===== config.mk =====
export PLATFORM = sky130hd
export DESIGN_NAME = gba_lcd_timing
export DESIGN_NICKNAME = d
export VERILOG_FILES = /design/src/rtl/gba_lcd_pkg.sv /design/src/rtl/lcd_dot_divider.sv /design/src/rtl/gba_lcd_timing.sv
export SDC_FILE = /design/constraint.sdc
export NUM_CORES = 1
export LEC_CHECK = 0
export CORE_MARGIN = 8
export CORE_UTILIZATION = 44
export CTS_CLUSTER_DIAMETER = 80
export DETAILED_ROUTE_END_ITERATION = 6
export GPL_TIMING_DRIVEN = 0
export PLACE_DENSITY = 0.8
export SLEW_MARGIN = 10
export SYNTH_ARGS = -nofsm -noshare
export SYNTH_HDL_FRONTEND = slang
export SYNTH_SLANG_ARGS = --single-unit

===== constraint.sdc =====
create_clock -name clk_mem -period 2.75 [get_ports clk_mem]
set_input_delay 0.275 -clock clk_mem [delete_from_list [all_inputs] [get_ports clk_mem]]
set_output_delay 0.275 -clock clk_mem [all_outputs]
set_load 0.05 [all_outputs]

===== src/rtl/gba_lcd_pkg.sv =====
// Shared constants for the LCD timing block: DISPSTAT bit layout,
// default display geometry and the I/O register offsets it serves.
package gba_lcd_pkg;

    // DISPSTAT bit positions
    localparam int DS_VBLANK  = 0;
    localparam int DS_HBLANK  = 1;
    localparam int DS_VCMATCH = 2;
    localparam int DS_EN_VB   = 3;
    localparam int DS_EN_HB   = 4;
    localparam int DS_EN_VC   = 5;
    localparam int DS_LYC_LSB = 8;

    // Default geometry (50 MHz clk_mem, 12 cycles per dot)
    localparam int DEF_CLK_PER_DOT = 12;
    localparam int DEF_H_VISIBLE   = 240;
    localparam int DEF_H_TOTAL     = 308;
    localparam int DEF_V_VISIBLE   = 160;
    localparam int DEF_V_TOTAL     = 228;

    // Offsets inside the I/O register window
    localparam logic [11:0] IO_DISPSTAT_OFFS = 12'h004;
    localparam logic [11:0] IO_VCOUNT_OFFS   = 12'h006;

endpackage


===== src/rtl/lcd_dot_divider.sv =====
// Divides clk_mem down to the LCD dot rate; dot_tick marks the last
// clk_mem cycle of each dot.
module lcd_dot_divider #(
    parameter int CLK_PER_DOT = 12,
    parameter int DIV_W       = 4
) (
    input  logic             clk_mem,
    input  logic             rst_n,
    output logic [DIV_W-1:0] div,
    output logic             dot_tick
);

    localparam logic [DIV_W-1:0] DIV_LAST = DIV_W'(CLK_PER_DOT - 1);

    assign dot_tick = (div == DIV_LAST);

    // free-running 0..CLK_PER_DOT-1 counter
    always_ff @(posedge clk_mem or negedge rst_n) begin
        if (!rst_n)
            div <= '0;
        else if (dot_tick)
            div <= '0;
        else
            div <= div + 1'b1;
    end

endmodule


===== src/rtl/gba_lcd_timing.sv =====
// GBA-style LCD timing generator: dot/line counters, VCOUNT, DISPSTAT,
// single-cycle LCD interrupt requests and renderer pixel coordinates.
module gba_lcd_timing
    import gba_lcd_pkg::*;
#(
    parameter int CLK_PER_DOT = DEF_CLK_PER_DOT,
    parameter int H_VISIBLE   = DEF_H_VISIBLE,
    parameter int H_TOTAL     = DEF_H_TOTAL,
    parameter int V_VISIBLE   = DEF_V_VISIBLE,
    parameter int V_TOTAL     = DEF_V_TOTAL
) (
    input  logic        clk_mem,
    input  logic        rst_n,
    input  logic [15:0] dispcnt,
    input  logic        dispstat_wr,
    input  logic [15:0] dispstat_wdata,
    input  logic [1:0]  dispstat_be,
    output logic [15:0] dispstat,
    output logic [7:0]  vcount,
    output logic        irq_vblank,
    output logic        irq_hblank,
    output logic        irq_vcount,
    output logic [7:0]  pix_x,
    output logic [7:0]  pix_y,
    output logic        pix_valid,
    output logic        pix_strobe
);

    localparam int DIV_W = (CLK_PER_DOT > 1) ? $clog2(CLK_PER_DOT) : 1;

    logic [DIV_W-1:0] div;
    logic             dot_tick;
    logic [8:0]       hcount;
    logic [7:0]       lyc;
    logic             en_vb, en_hb, en_vc;
    logic             vc_match;
    logic             line_end;
    logic             lyc_wr;
    logic [7:0]       vcount_nxt;
    logic [7:0]       lyc_nxt;
    logic             hblank, vblank, visible;
    logic             unused_inputs;

    lcd_dot_divider #(
        .CLK_PER_DOT (CLK_PER_DOT),
        .DIV_W       (DIV_W)
    ) u_div (
        .clk_mem  (clk_mem),
        .rst_n    (rst_n),
        .div      (div),
        .dot_tick (dot_tick)
    );

    assign line_end   = dot_tick && (hcount == 9'(H_TOTAL - 1));
    assign lyc_wr     = dispstat_wr && dispstat_be[1];
    assign lyc_nxt    = lyc_wr ? dispstat_wdata[15:8] : lyc;
    assign vcount_nxt = !line_end                      ? vcount :
                        (vcount == 8'(V_TOTAL - 1))    ? 8'd0   : vcount + 8'd1;

    // dot and line counters
    always_ff @(posedge clk_mem or negedge rst_n) begin
        if (!rst_n) begin
            hcount <= '0;
            vcount <= '0;
        end else if (dot_tick) begin
            hcount <= (hcount == 9'(H_TOTAL - 1)) ? 9'd0 : hcount + 9'd1;
            vcount <= vcount_nxt;
        end
    end

    // DISPSTAT writable fields
    always_ff @(posedge clk_mem or negedge rst_n) begin
        if (!rst_n) begin
            en_vb <= 1'b0;
            en_hb <= 1'b0;
            en_vc <= 1'b0;
            lyc   <= '0;
        end else if (dispstat_wr) begin
            if (dispstat_be[0]) begin
                en_vb <= dispstat_wdata[DS_EN_VB];
                en_hb <= dispstat_wdata[DS_EN_HB];
                en_vc <= dispstat_wdata[DS_EN_VC];
            end
            if (dispstat_be[1])
                lyc <= dispstat_wdata[15:8];
        end
    end

    // vc_match is re-evaluated only when the line or lyc changes, so it
    // reads 0 straight out of reset even though vcount == lyc == 0
    always_ff @(posedge clk_mem or negedge rst_n) begin
        if (!rst_n)
            vc_match <= 1'b0;
        else if (line_end || lyc_wr)
            vc_match <= (vcount_nxt == lyc_nxt);
    end

    // interrupt pulses, gated by the enables held before any same-cycle write
    always_ff @(posedge clk_mem or negedge rst_n) begin
        if (!rst_n) begin
            irq_hblank <= 1'b0;
            irq_vblank <= 1'b0;
            irq_vcount <= 1'b0;
        end else begin
            irq_hblank <= dot_tick && (hcount == 9'(H_VISIBLE - 1)) && en_hb;
            irq_vblank <= line_end && (vcount == 8'(V_VISIBLE - 1)) && en_vb;
            irq_vcount <= line_end && (vcount_nxt == lyc) && en_vc;
        end
    end

    assign hblank  = (hcount >= 9'(H_VISIBLE));
    assign vblank  = (vcount >= 8'(V_VISIBLE)) && (vcount != 8'(V_TOTAL - 1));
    assign visible = !hblank && (vcount < 8'(V_VISIBLE));

    assign pix_valid  = !dispcnt[7] && visible;
    assign pix_strobe = pix_valid && (div == '0);
    assign pix_x      = visible ? hcount[7:0] : 8'd0;
    assign pix_y      = visible ? vcount      : 8'd0;

    // DISPSTAT readback image
    always_comb begin
        dispstat                       = '0;
        dispstat[DS_VBLANK]            = vblank;
        dispstat[DS_HBLANK]            = hblank;
        dispstat[DS_VCMATCH]           = vc_match;
        dispstat[DS_EN_VB]             = en_vb;
        dispstat[DS_EN_HB]             = en_hb;
        dispstat[DS_EN_VC]             = en_vc;
        dispstat[DS_LYC_LSB +: 8]      = lyc;
    end

    assign unused_inputs = ^{dispcnt[15:8], dispcnt[6:0],
                             dispstat_wdata[7:6], dispstat_wdata[2:0]};

endmodule


# Word-level counts from Yosys, hierarchy flattened
# Index checks and enable logic that the tools add are counted.
[word_totals]
register_bits = 36
in_bits = 37
output_inout_bits = 45
elab_cells = 50
[classes]
addsub = 3
order_cmp = 3
n_eq_ne = 8
mux = 7
n_reduce_logical = 18
[ops]
columns = ["cell", "n"]
rows = [
  ["$mux 8", 5],
  ["$eq 8x8->1", 2],
  ["$eq 8x8->1 const B", 2],
  ["$logic_and 1x1->1", 12],
  ["$add 9x1->9 const B", 1],
  ["$eq 9x8->1 const B", 1],
  ["$eq 9x9->1 const B", 1],
  ["$ge 9x8->1 const B", 1],
  ["$mux 9", 1],
  ["$add 8x1->8 const B", 1],
  ["$ge 8x8->1 const B", 1],
  ["$lt 8x8->1 const B", 1],
  ["$ne 8x8->1 const B", 1],
  ["$add 4x1->4 const B", 1],
  ["$eq 4x4->1 const B", 1],
  ["$logic_not 4->1", 1],
  ["$mux 4", 1],
  ["$reduce_and 2->1", 2],
  ["$logic_not 1->1", 2],
  ["$logic_or 1x1->1", 1],
]

# Logic depth before layout (Yosys ltp)
# Gate-level depths: netlist of run 1.
[depth]
ltp_word = 6
mapped_depth = 8
mapped_depth_nobuf = 7

# Modules after synthesis
# Synthesis of run 1 repeated with hierarchy kept, for this count alone.
[unflattened]
cells_unflattened = 215
area_unflattened_um2 = 2157.1
[by_module_without_submodules]
columns = ["module", "n_inst", "cells_each", "area_per_inst_um2", "seq_area_each_um2"]
rows = [
  ["gba_lcd_timing", 1, 201, 1976.9, 800.8],
  ["lcd_dot_divider", 1, 14, 180.2, 100.1],
]

# Worst setup path after synthesis of run 1
# No wires, ideal clock.
[synth_timing]
path_type = "register to output"
from = "register vcount[5]"
to = "output pix_strobe"
arrival_time_ps = 2608
required_ps = 2475
slack_ps = -133
stages_incl_launch_ff = 6
n_path_buf = 1
path_cell_list = "dfrtp_1 -> clkbuf_1 -> o21ai_0 -> nor2b_1 -> nor2b_1 -> and3_1"
[synth_between]
elab_chain_cells = 4
[synth_rtl]
columns = ["item", "line", "text"]
rows = [
  ["start: declaration", "gba_lcd_timing.sv:19", "output logic [7:0] vcount,"],
  ["start signal: assignment", "gba_lcd_timing.sv:67", "vcount <= vcount_nxt;"],
  ["$lt 8x8->1", "gba_lcd_timing.sv:113", "assign visible = !hblank && (vcount < 8'(V_VISIBLE));"],
  ["$logic_and 1x1->1", "gba_lcd_timing.sv:113", ""],
  ["$logic_and 1x1->1", "gba_lcd_timing.sv:115", "assign pix_valid = !dispcnt[7] && visible;"],
  ["named net pix_valid", "gba_lcd_timing.sv:25", "output logic pix_valid,"],
  ["$logic_and 1x1->1", "gba_lcd_timing.sv:116", "assign pix_strobe = pix_valid && (div == '0);"],
  ["end: declaration", "gba_lcd_timing.sv:26", "output logic pix_strobe"],
]
# The timed path passes the listed nets, and every way through them passes these cells.

# Worst setup path in the final report of run 1
[layout_timing]
from = "register vcount[1]"
to = "output dispstat[0]"
[layout_between]
elab_chain_cells = 2
elab_cells_between_ends = 3
classes_between = "1 x order compare; 1 x eq/ne; 1 x reduce/logical"
[layout_rtl]
columns = ["item", "line", "text"]
rows = [
  ["$ge 8x8->1 / $ne 8x8->1 (equally long branches)", "gba_lcd_timing.sv:112", "assign vblank = (vcount >= 8'(V_VISIBLE)) && (vcount != 8'(V_TOTAL - 1));"],
  ["$logic_and 1x1->1 *", "gba_lcd_timing.sv:112", ""],
  ["end: declaration", "gba_lcd_timing.sv:18", "output logic [15:0] dispstat,"],
]
# Mark *: on every way between the ends. The rest lies on a longest branch, timed or not.

==> impl_metrics.py, run 1 <==
metrics = {
    "outcome": {
        "result_of_the_run": "completed",
    },
    "cells_and_area": {
        "nets": 331,
        "syn2layout_area_growth_pct": 37.1,
        "insertedDiodeCount": 0,
        "post_route_cells_drive_above_1_share": 0.177,
        "postLayoutCoreUtil": 0.627,
    },
    "timing": {
        "slew_viol_final": 0,
        "setup_viol": 0,
        "clock_skew_ns": 0.0100,
        "worst_slack_ns": 0.0805,
        "fin_worst_hold_slack_ns": 0.0679,
        "maximum_clock_frequency_mhz": 375,
        "timing.final.hold_violations": 0,
        "post-route-min-period_ns": 2.67,
        "rsz0062_at_grt": "no",
        "timing.slew.headroom": 0.457,
        "layout_worst_path_cycle_share": 0.971,
        "tightestPinTransition_ns": 0.815,
        "final.setup.tns_ns": 0,
    },
    "global_route": {
        "antenna_violations_before_repair": 0,
        "grtUsageMet1": 0.189,
        "groute.layer.met3.usage": 0.0382,
        "global_route_met2_usage": 0.253,
        "grt_max_degree": 37,
        "vias_in_the_first_global_route": 1844,
        "groute.usage.overall": 0.153,
        "gr-max-usage-layer": "met2",
        "wire_length_of_the_first_global_routing_pass_um": 9060,
        "grt-ovfl-total": 0,
    },
    "critical_path": {
        "crit-reg2reg-launch": "hcount[3]",
        "r2r.worst_path.cells": 7,
        "timing.setup.critical_path_class": "reg2out",
        "worstPathArrival_ns": 2.39,
        "end_kind": "output pin",
        "required_ns": 2.48,
        "timing.critical_path.fanout_max": 9,
        "timing.critical_path.from_type": "register",
        "end_of_the_worst_register_to_register_path": "vc_match",
        "reg2reg_slack_ns": 0.08,
    },
    "cts": {
        "cts_num_sinks": 36,
        "worst_skew_pair.late_latency_ns": 0.29,
        "clock_path_buffers": 2,
        "tritoncts_clock_tree": "done",
        "cts_root_buffer": "clkbuf_8",
        "cts.hold.buffers_added": 0,
        "post-cts-setup-buffers": 0,
        "ctsResizeCount": 40,
        "ctsHtreeMaxLevel": 2,
        "clk_pin_slew_ns": 0.08,
        "cts_buffers": 5,
    },
    "place": {
        "dp_worst_setup_slack_ns": -0.129,
        "dp_hpwl_um": 4160,
        "portBuffers": 59,
        "place.gp.congestion": 0.830,
    },
    "detailed_routing": {
        "detail_route.vias_per_cell": 5.09,
        "drt_pre_antenna_iters": 4,
        "wire_per_inst_um": 15.7,
        "initial_detailed_routing_violation_count": 102,
        "routed-via-count": 1808,
        "drc_errors": 0,
        "drtAntennaViolNets": 0,
        "drt-total-wl_um": 5580,
    },
    "yosys": {
        "synth_flop_cell": "dfrtp_1",
        "synth_area_leader_cell": "dfrtp_1",
        "synth.distinct_cells": 44,
        "post_synth_main_area_contributors": "dfrtp_1 (42%), xnor2_1 (6.1%), mux2_2 (5.7%), and2_1 (4.9%), ha_1 (4.1%)",
        "avgSynthCellArea_sq_um": 9.82,
        "synth_enable_flop_cells": 0,
        "seq_area_frac_synth": 0.417,
        "synth.yosys.warnings": 0,
        "post_synth_instance_area_sq_um": 2160,
        "synthCells": 220,
        "synth-seq-cells": 36,
        "postSynth.asyncResetShare": 1.00,
        "synth.top_cell.area_share": 0.417,
    },
    "floorplan": {
        "io-pin-count": 82,
        "initial_utilization": 0.457,
        "fp.dieW_um": 86.1,
        "core.rowCount": 25,
        "chipHeight_um": 86.1,
        "floorplan.die_area_sq_um": 7410,
        "design.core.area_sq_um": 4720,
    },
    "power_and_ir_drop": {
        "peakVddDrop_mv": 0.277,
        "power.leakage_nw": 1.30,
        "total_power_mw": 1.31,
        "power.density_nw_per_um2": 443,
    },
    "job": {
        "max_cap_violations": 0,
    },
    "min_path": {
        "min-delay-path-class": "in2async",
    },
}
-- cell usage in the layout (no fill, tap or decap), types with 2 or more instances in the layout --
cell / Yosys / layout
xnor2_1: 15 / 15
nor2b_2: 0 / 2
nand3_1: 10 / 10
clkdlybuf4s15_2: 0 / 10
mux2i_2: 1 / 2
buf_4: 8 / 8
mux2_2: 11 / 11
clkdlybuf4s50_1: 0 / 40
nand4b_1: 2 / 2
and3_1: 2 / 2
and2_1: 17 / 17
a21o_1: 2 / 2
xor2_1: 8 / 8
a31oi_1: 2 / 2
nor2_1: 15 / 15
nor4_1: 6 / 6
buf_2: 2 / 3
nand2_1: 12 / 12
a21oi_1: 4 / 4
ha_1: 7 / 7
and3b_1: 2 / 2
dlygate4sd2_1: 0 / 7
or3_1: 2 / 2
dfrtp_1: 36 / 35
conb_1: 1 / 2
nor3_1: 7 / 7
o21ai_0: 7 / 7
inv_1: 14 / 14
clkbuf_8: 0 / 5
nand4_1: 4 / 4
clkbuf_1: 3 / 3
-- per-layer routing --
layer	share of wire	routed length (um)
met3	0.041	231
met2	0.50	2810
met5	0	0
met1	0.44	2470
met4	0.013	70
-- report_power, final --
| part | switching, mW | internal (mW) | leakage, nW | total [mW] |
|---|---|---|---|---|
| combinational | 0.160 | 0.114 | 0.781 | 0.274 |
| clock | 0.193 | 0.269 | 0.0552 | 0.462 |
| sequential | 0.0233 | 0.553 | 0.468 | 0.577 |
-- area by class of cell --
cell class	instances	area, sq um
flip-flops and latches	36	902
clock buffers	6	72.6
multi-input cells	158	1140
inverters	14	52.6
repair buffers	59	589
plain buffers	13	82.6
clock inverters	2	35.0
well taps	67	83.8
fillers	403	1760
-- worst max-delay path, cell delays in order, from the launching register on --
cell and delay (ns):
dfrtp_1 0.57, ha_1 0.25, nor4bb_2 0.44, and2_1 0.24
nor2_1 0.06, buf_4 0.13, dlygate4sd2_1 0.41
-- how the worst max path moves through the flow --
stage	from	endpoint	slack, ns	cells after the start
detailed placement	vcount[5]	pix_y[4]	-0.13	6
floorplan	vcount[7]	pix_y[7]	0.1	2
finish	vcount[1]	dispstat[0]	0.08	6
global route	vcount[5]	pix_strobe	0.01	6
CTS	vcount[5]	pix_strobe	0.04	6
global placement	vcount[5]	pix_y[0]	-0.09	6
-- synth_stat cells (2+ instances only) --
library cell   n
and2_1        17
inv_1         14
ha_1           7
a31oi_1        2
mux2i_1        2
or3_1          2
a21o_1         2
dfrtp_1       36
and3_1         2
nand3_1       10
a21oi_1        4
xnor2_1       15
nand4b_1       2
xor2_1         8
buf_4          8
nand4_1        4
nand2_1       12
nor2_1        15
buf_2          2
o21ai_0        7
mux2_2        11
clkbuf_1       3
and3b_1        2
nor3_1         7
nor4_1         6
nor2b_1        2
-- flip-flops by register name, indices dropped and copies added (netlist names) --
register / count
hcount: 9
en_hb: 1
irq_hblank: 1
en_vb: 1
u_div.div: 4
en_vc: 1
vcount: 8
irq_vblank: 1
irq_vcount: 1
vc_match: 1
lyc: 8
-- cell families after synthesis --
family | after synthesis | share of synthesized area
AOI/OAI and AO/OA | 23 | 0.0799
xor gates and xnor gates | 23 | 0.0932
adders and majority gates | 7 | 0.0405
buffers and inverters | 27 | 0.0620
DFF | 36 | 0.417
muxes | 14 | 0.0730
other | 1 | 0.00174
and+or+nand+nor | 89 | 0.233
-- per-stage QoR --
stage | std cells | cell area [sq um]
after global routing | 355 | 2960
after global placement | 347 | 2840
after detailed placement | 347 | 2840
after CTS | 355 | 2950
after floorplan | 221 | 2170
final | 355 | 2960
(Power assumes the default switching activity.)
==> inputs of run 2 (changes only) <==
- SKIP_CTS_REPAIR_TIMING: default -> 1
==> impl_metrics.py, run 2 (same netlist as run 1, synthesis figures left out) <==
metrics = {
    "min_path": {
        "min-delay-path-class": "in2async",
    },
    "critical_path": {
        "critical-path-slowest-cell": "or4b_1",
        "critical_path.max_stage_delay_ns": 0.52,
        "r2r.worst_path.cells": 7,
        "required_ns": 2.94,
        "end_kind": "register",
        "crit_buf_inv": 1,
        "worstPathArrival_ns": 2.84,
        "reg2reg_slack_ns": 0.10,
        "crit_path_cell_trace": "or4b_1 > buf_2 > nor3_2 > mux2i_2 > xnor2_1 > or3_1 > nor4_1",
        "crit-reg2reg-launch": "hcount[3]",
        "timing.critical_path.from_type": "register",
        "path_delay_family": "simple AND/OR/NAND/NOR gates",
        "timing.setup.critical_path_class": "reg2reg",
        "end_of_the_worst_register_to_register_path": "irq_vcount",
        "timing.critical_path.fanout_max": 7,
    },
    "cells_and_area": {
        "insertedDiodeCount": 0,
        "largest_register_ffs": 9,
        "layout.cells.most_common": "clkdlybuf4s50_1",
        "post_route_cells_drive_above_1_share": 0.139,
        "regMostFlops": "hcount",
        "nets": 331,
        "most-common-layout-cells": "clkdlybuf4s50_1 (40), dfrtp_1 (36), dlymetal6s2s_1 (18), and2_1 (17)",
        "syn2layout_area_growth_pct": 39.0,
        "largest_registers": "hcount x9, lyc x8, vcount x8",
    },
    "timing": {
        "slew_viol_final": 0,
        "final.setup.tns_ns": 0,
        "clock_skew_ns": 0.0102,
        "timing.slew.headroom": 0.456,
        "layout_worst_path_cycle_share": 0.963,
        "worst_slack_ns": 0.101,
        "post-route-min-period_ns": 2.65,
        "rsz0062_at_grt": "no",
        "maximum_clock_frequency_mhz": 378,
        "timing.final.hold_violations": 0,
        "setup_viol": 0,
        "tightestPinTransition_ns": 0.816,
    },
    "global_route": {
        "vias_in_the_first_global_route": 1844,
        "groute.usage.overall": 0.153,
        "grt-ovfl-total": 0,
        "grt_max_degree": 37,
        "antenna_violations_before_repair": 0,
        "wire_length_of_the_first_global_routing_pass_um": 9060,
    },
    "detailed_routing": {
        "detail_route.vias_per_cell": 5.09,
        "drtAntennaViolNets": 0,
        "drc_errors": 0,
        "initial_detailed_routing_violation_count": 99,
        "drt_pre_antenna_iters": 4,
        "wire_per_inst_um": 15.8,
        "routed-via-count": 1808,
        "drt-total-wl_um": 5610,
    },
    "job": {
        "max_cap_violations": 0,
    },
    "cts": {
        "clock_path_buffers": 2,
        "cts_buffers": 5,
        "cts_root_buffer": "clkbuf_8",
        "worst_skew_pair.late_latency_ns": 0.29,
        "cts_num_sinks": 36,
        "ctsHtreeMaxLevel": 2,
        "clk_pin_slew_ns": 0.08,
        "tritoncts_clock_tree": "done",
    },
    "floorplan": {
        "core.rowCount": 25,
        "io-pin-count": 82,
        "initial_utilization": 0.457,
        "fp.dieW_um": 86.1,
        "chipHeight_um": 86.1,
        "floorplan.die_area_sq_um": 7410,
        "design.core.area_sq_um": 4720,
    },
    "power_and_ir_drop": {
        "net-switching-power_mw": 0.377,
        "p_int_mw": 0.937,
        "total_power_mw": 1.31,
        "power.leakage_nw": 1.59,
        "p_sw_frac": 0.287,
        "power.share.sequential": 0.439,
        "power.density_nw_per_um2": 438,
        "clock_power_share": 0.352,
        "peakVddDrop_mv": 0.277,
        "combinationalPowerShare": 0.209,
    },
    "place": {
        "dp_hpwl_um": 4160,
        "dp_worst_setup_slack_ns": -0.129,
        "portBuffers": 59,
        "place.gp.congestion": 0.830,
    },
    "outcome": {
        "result_of_the_run": "completed",
    },
}
-- run 2: cell count changes in the layout (fill, tap and decap cells not counted) --
cell,before,now
dlymetal6s2s_1,0,18
clkdlybuf4s15_2,10,0
dlygate4sd2_1,7,0
clkdlybuf4s15_1,1,0
dfrtp_1,35,36
dfrtp_2,1,0
-- run 2: final cells by class --
cell class / count / area [sq um]
Buffer: 13 / 82.6
Sequential cell: 36 / 901
Clock buffer: 6 / 72.6
Inverter: 14 / 52.6
Timing Repair Buffer: 59 / 631
Clock inverter: 2 / 35.0
Tap cell: 67 / 83.8
Multi-Input combinational cell: 158 / 1140
Fill cell: 400 / 1720
-- run 2: power groups by stage --
stage | Sequential, mW | Combinational [mW] | Clock, mW
global route | 0.579 | 0.290 | 0.495
global placement | 0.586 | 0.273 | 0
CTS | 0.576 | 0.277 | 0.473
detailed placement | 0.587 | 0.275 | 0
finish | 0.577 | 0.274 | 0.463
floorplan | 0.643 | 0.115 | 0
-- run 2: per-stage QoR --
stage	std cells	util	instance area, sq um	hold slack, ns
2_1_floorplan	221	-	2170	-0.0206
3_3_place_gp	347	0.602	2840	0.475
3_5_place_dp	347	0.601	2840	0.412
4_1_cts	355	0.623	2940	0.0945
5_1_grt	355	0.636	3000	0.127
6_report	355	0.636	3000	0.0684
-- run 2: worst reg2reg max path, cell delays in order (launching register included) --
cell     delay (ns)
dfrtp_1        0.44
or4b_1         0.52
buf_2          0.19
nor3_2         0.33
mux2i_2        0.36
xnor2_1        0.10
or3_1          0.40
nor4_1         0.21
-- run 2: worst max path at each step --
stage / slack [ns] / from / depth (start not counted) / endpoint
6_report: 0.10 / hcount[3] / 7 / irq_vcount
5_1_grt: 0.005 / vcount[5] / 6 / pix_y[1]
3_3_place_gp: -0.09 / vcount[5] / 6 / pix_y[0]
3_5_place_dp: -0.13 / vcount[5] / 6 / pix_y[4]
2_1_floorplan: 0.1 / vcount[7] / 2 / pix_y[7]
4_1_cts: -0.46 / vcount[5] / 6 / pix_y[4]
-- run 2: metal layers --
metal  share of wire  GRT usage  up-vias
li1                -          -      876
met1            0.44      0.189      890
met2            0.51      0.253       37
met3           0.038     0.0382        5
met4           0.012     0.0510        0
met5               0          0        -
==> inputs of run 3 (changes only) <==
- CORE_UTILIZATION: 44 -> 48
- PLACE_DENSITY: 0.8 -> 0.86
- REMOVE_ABC_BUFFERS: default -> 1
- clock period: 2.75 -> 3.3 ns (I/O delays scaled with it)
==> impl_metrics.py, run 3 (same netlist as run 1, synthesis figures left out) <==
metrics = {
    "power_and_ir_drop": {
        "power.density_nw_per_um2": 361,
        "power.leakage_nw": 1.23,
        "peakVddDrop_mv": 0.293,
    },
    "global_route": {
        "wire_length_of_the_first_global_routing_pass_um": 9090,
        "antenna_violations_before_repair": 0,
        "vias_in_the_first_global_route": 1856,
        "grt_max_degree": 37,
        "grt-ovfl-total": 0,
        "groute.usage.overall": 0.157,
    },
    "timing": {
        "clock_skew_ns": 0.00593,
        "final.setup.tns_ns": 0,
        "setup_viol": 0,
        "timing.slew.headroom": 0.458,
        "post-route-min-period_ns": 3.09,
        "fin_worst_hold_slack_ns": 0.127,
        "layout_worst_path_cycle_share": 0.935,
        "timing.final.hold_violations": 0,
        "tightestPinTransition_ns": 0.814,
        "maximum_clock_frequency_mhz": 324,
        "rsz0062_at_grt": "no",
        "slew_viol_final": 0,
    },
    "cells_and_area": {
        "syn2layout_area_growth_pct": 31.3,
        "regMostFlops": "hcount",
        "layout.cells.most_common": "clkdlybuf4s50_1",
        "insertedDiodeCount": 0,
        "nets": 318,
        "most-common-layout-cells": "clkdlybuf4s50_1 (58), dfrtp_1 (36), and2_1 (17), nor2_1 (15), xnor2_1 (15)",
        "largest_register_ffs": 9,
        "post_route_cells_drive_above_1_share": 0.0909,
        "layout.cells.non_filler": 327,
        "largest_registers": "hcount x9, lyc x8, vcount x8",
    },
    "detailed_routing": {
        "drt_pre_antenna_iters": 4,
        "drtAntennaViolNets": 0,
        "initial_detailed_routing_violation_count": 170,
        "routed-via-count": 1790,
        "detail_route.vias_per_cell": 5.47,
        "drt-total-wl_um": 5350,
        "drc_errors": 0,
        "wire_per_inst_um": 16.4,
    },
    "cts": {
        "tritoncts_clock_tree": "done",
        "cts_num_sinks": 36,
        "worst_skew_pair.late_latency_ns": 0.29,
        "cts_root_buffer": "clkbuf_8",
        "clk_pin_slew_ns": 0.07,
        "clock_path_buffers": 2,
        "ctsHtreeMaxLevel": 2,
        "cts_buffers": 5,
    },
    "critical_path": {
        "end_kind": "output pin",
        "worstPathArrival_ns": 2.76,
        "timing.setup.critical_path_class": "reg2out",
        "required_ns": 2.97,
        "timing.critical_path.from_type": "register",
        "timing.critical_path.fanout_max": 9,
    },
    "floorplan": {
        "chipHeight_um": 83.1,
        "io-pin-count": 82,
        "initial_utilization": 0.496,
        "core.rowCount": 24,
        "floorplan.die_area_sq_um": 6900,
        "fp.dieW_um": 83.1,
        "design.core.area_sq_um": 4350,
    },
    "place": {
        "dpl.cell_count": 319,
        "portBuffers": 59,
        "dp_hpwl_um": 3940,
        "place.gp.congestion": 0.838,
    },
    "outcome": {
        "result_of_the_run": "completed",
    },
    "min_path": {
        "min-delay-path-class": "in2async",
    },
    "job": {
        "max_cap_violations": 0,
    },
}
==> run 3: changes by cell type in the layout (fill, tap and decap cells not counted), moves of 2 or more <==
cell	previous run	this run
clkdlybuf4s50_1	40	58
nor2b_2	2	0
buf_2	3	1
dlymetal6s2s_1	18	0
buf_4	8	0
==> run 3: area by class of cell <==
cell class	count	area, sq um
sequential	36	901
timing repair buffer	59	586
fill	377	1520
inverter	14	52.6
multi-input combinational	158	1140
clock buffer	8	90.1
tap	52	65.1
==> run 3: critical path, cell delays in order (launching register included) <==
cell and delay [ns]:
dfrtp_1 0.55, ha_1 0.26, nor4bb_1 0.63, and2_1 0.27, nor2_1 0.05, clkdlybuf4s50_1 0.71
==> run 3: where the power goes <==
group / switching (mW) / total [mW] / internal (mW)
registers: 0.0192 / 0.481 / 0.461
clock network: 0.156 / 0.326 / 0.170
logic: 0.130 / 0.217 / 0.0874
total: 0.305 / 1.02 / 0.719
==> run 3: routing by layer <==
metal / track usage / vias up / wire [um]
met3: 0.0479 / 11 / 343
met4: 0.0671 / 0 / 106
met2: 0.256 / 60 / 2690
met5: 0 / - / 0
li1: - / 857 / -
met1: 0.187 / 862 / 2210
==> run 3: stage by stage <==
step	utilization	setup WS [ns]	power [mW]	area [sq um]
global placement	0.629	0.212	0.705	2740
detailed placement	0.628	0.173	0.708	2730
global route	0.652	0.106	1.06	2840
floorplan	-	0.161	0.622	2080
CTS	0.649	-0.0385	1.03	2820
finish	0.652	0.214	1.02	2840
==> run 3: final timing paths <==
kind                              startpoint            to  slack (ns)  cells after the start
worst min-delay path                   rst_n    irq_vcount        0.13                      1
max in group asynchronous              rst_n         en_vb        2.66                      1
worst max-delay path               vcount[1]   dispstat[0]        0.21                      5
worst max register to register     hcount[3]    irq_vcount        0.33                      6
min in group clk_mem            u_div.div[0]  u_div.div[0]        0.51                      1
worst min register to register  u_div.div[0]  u_div.div[0]        0.51                      1
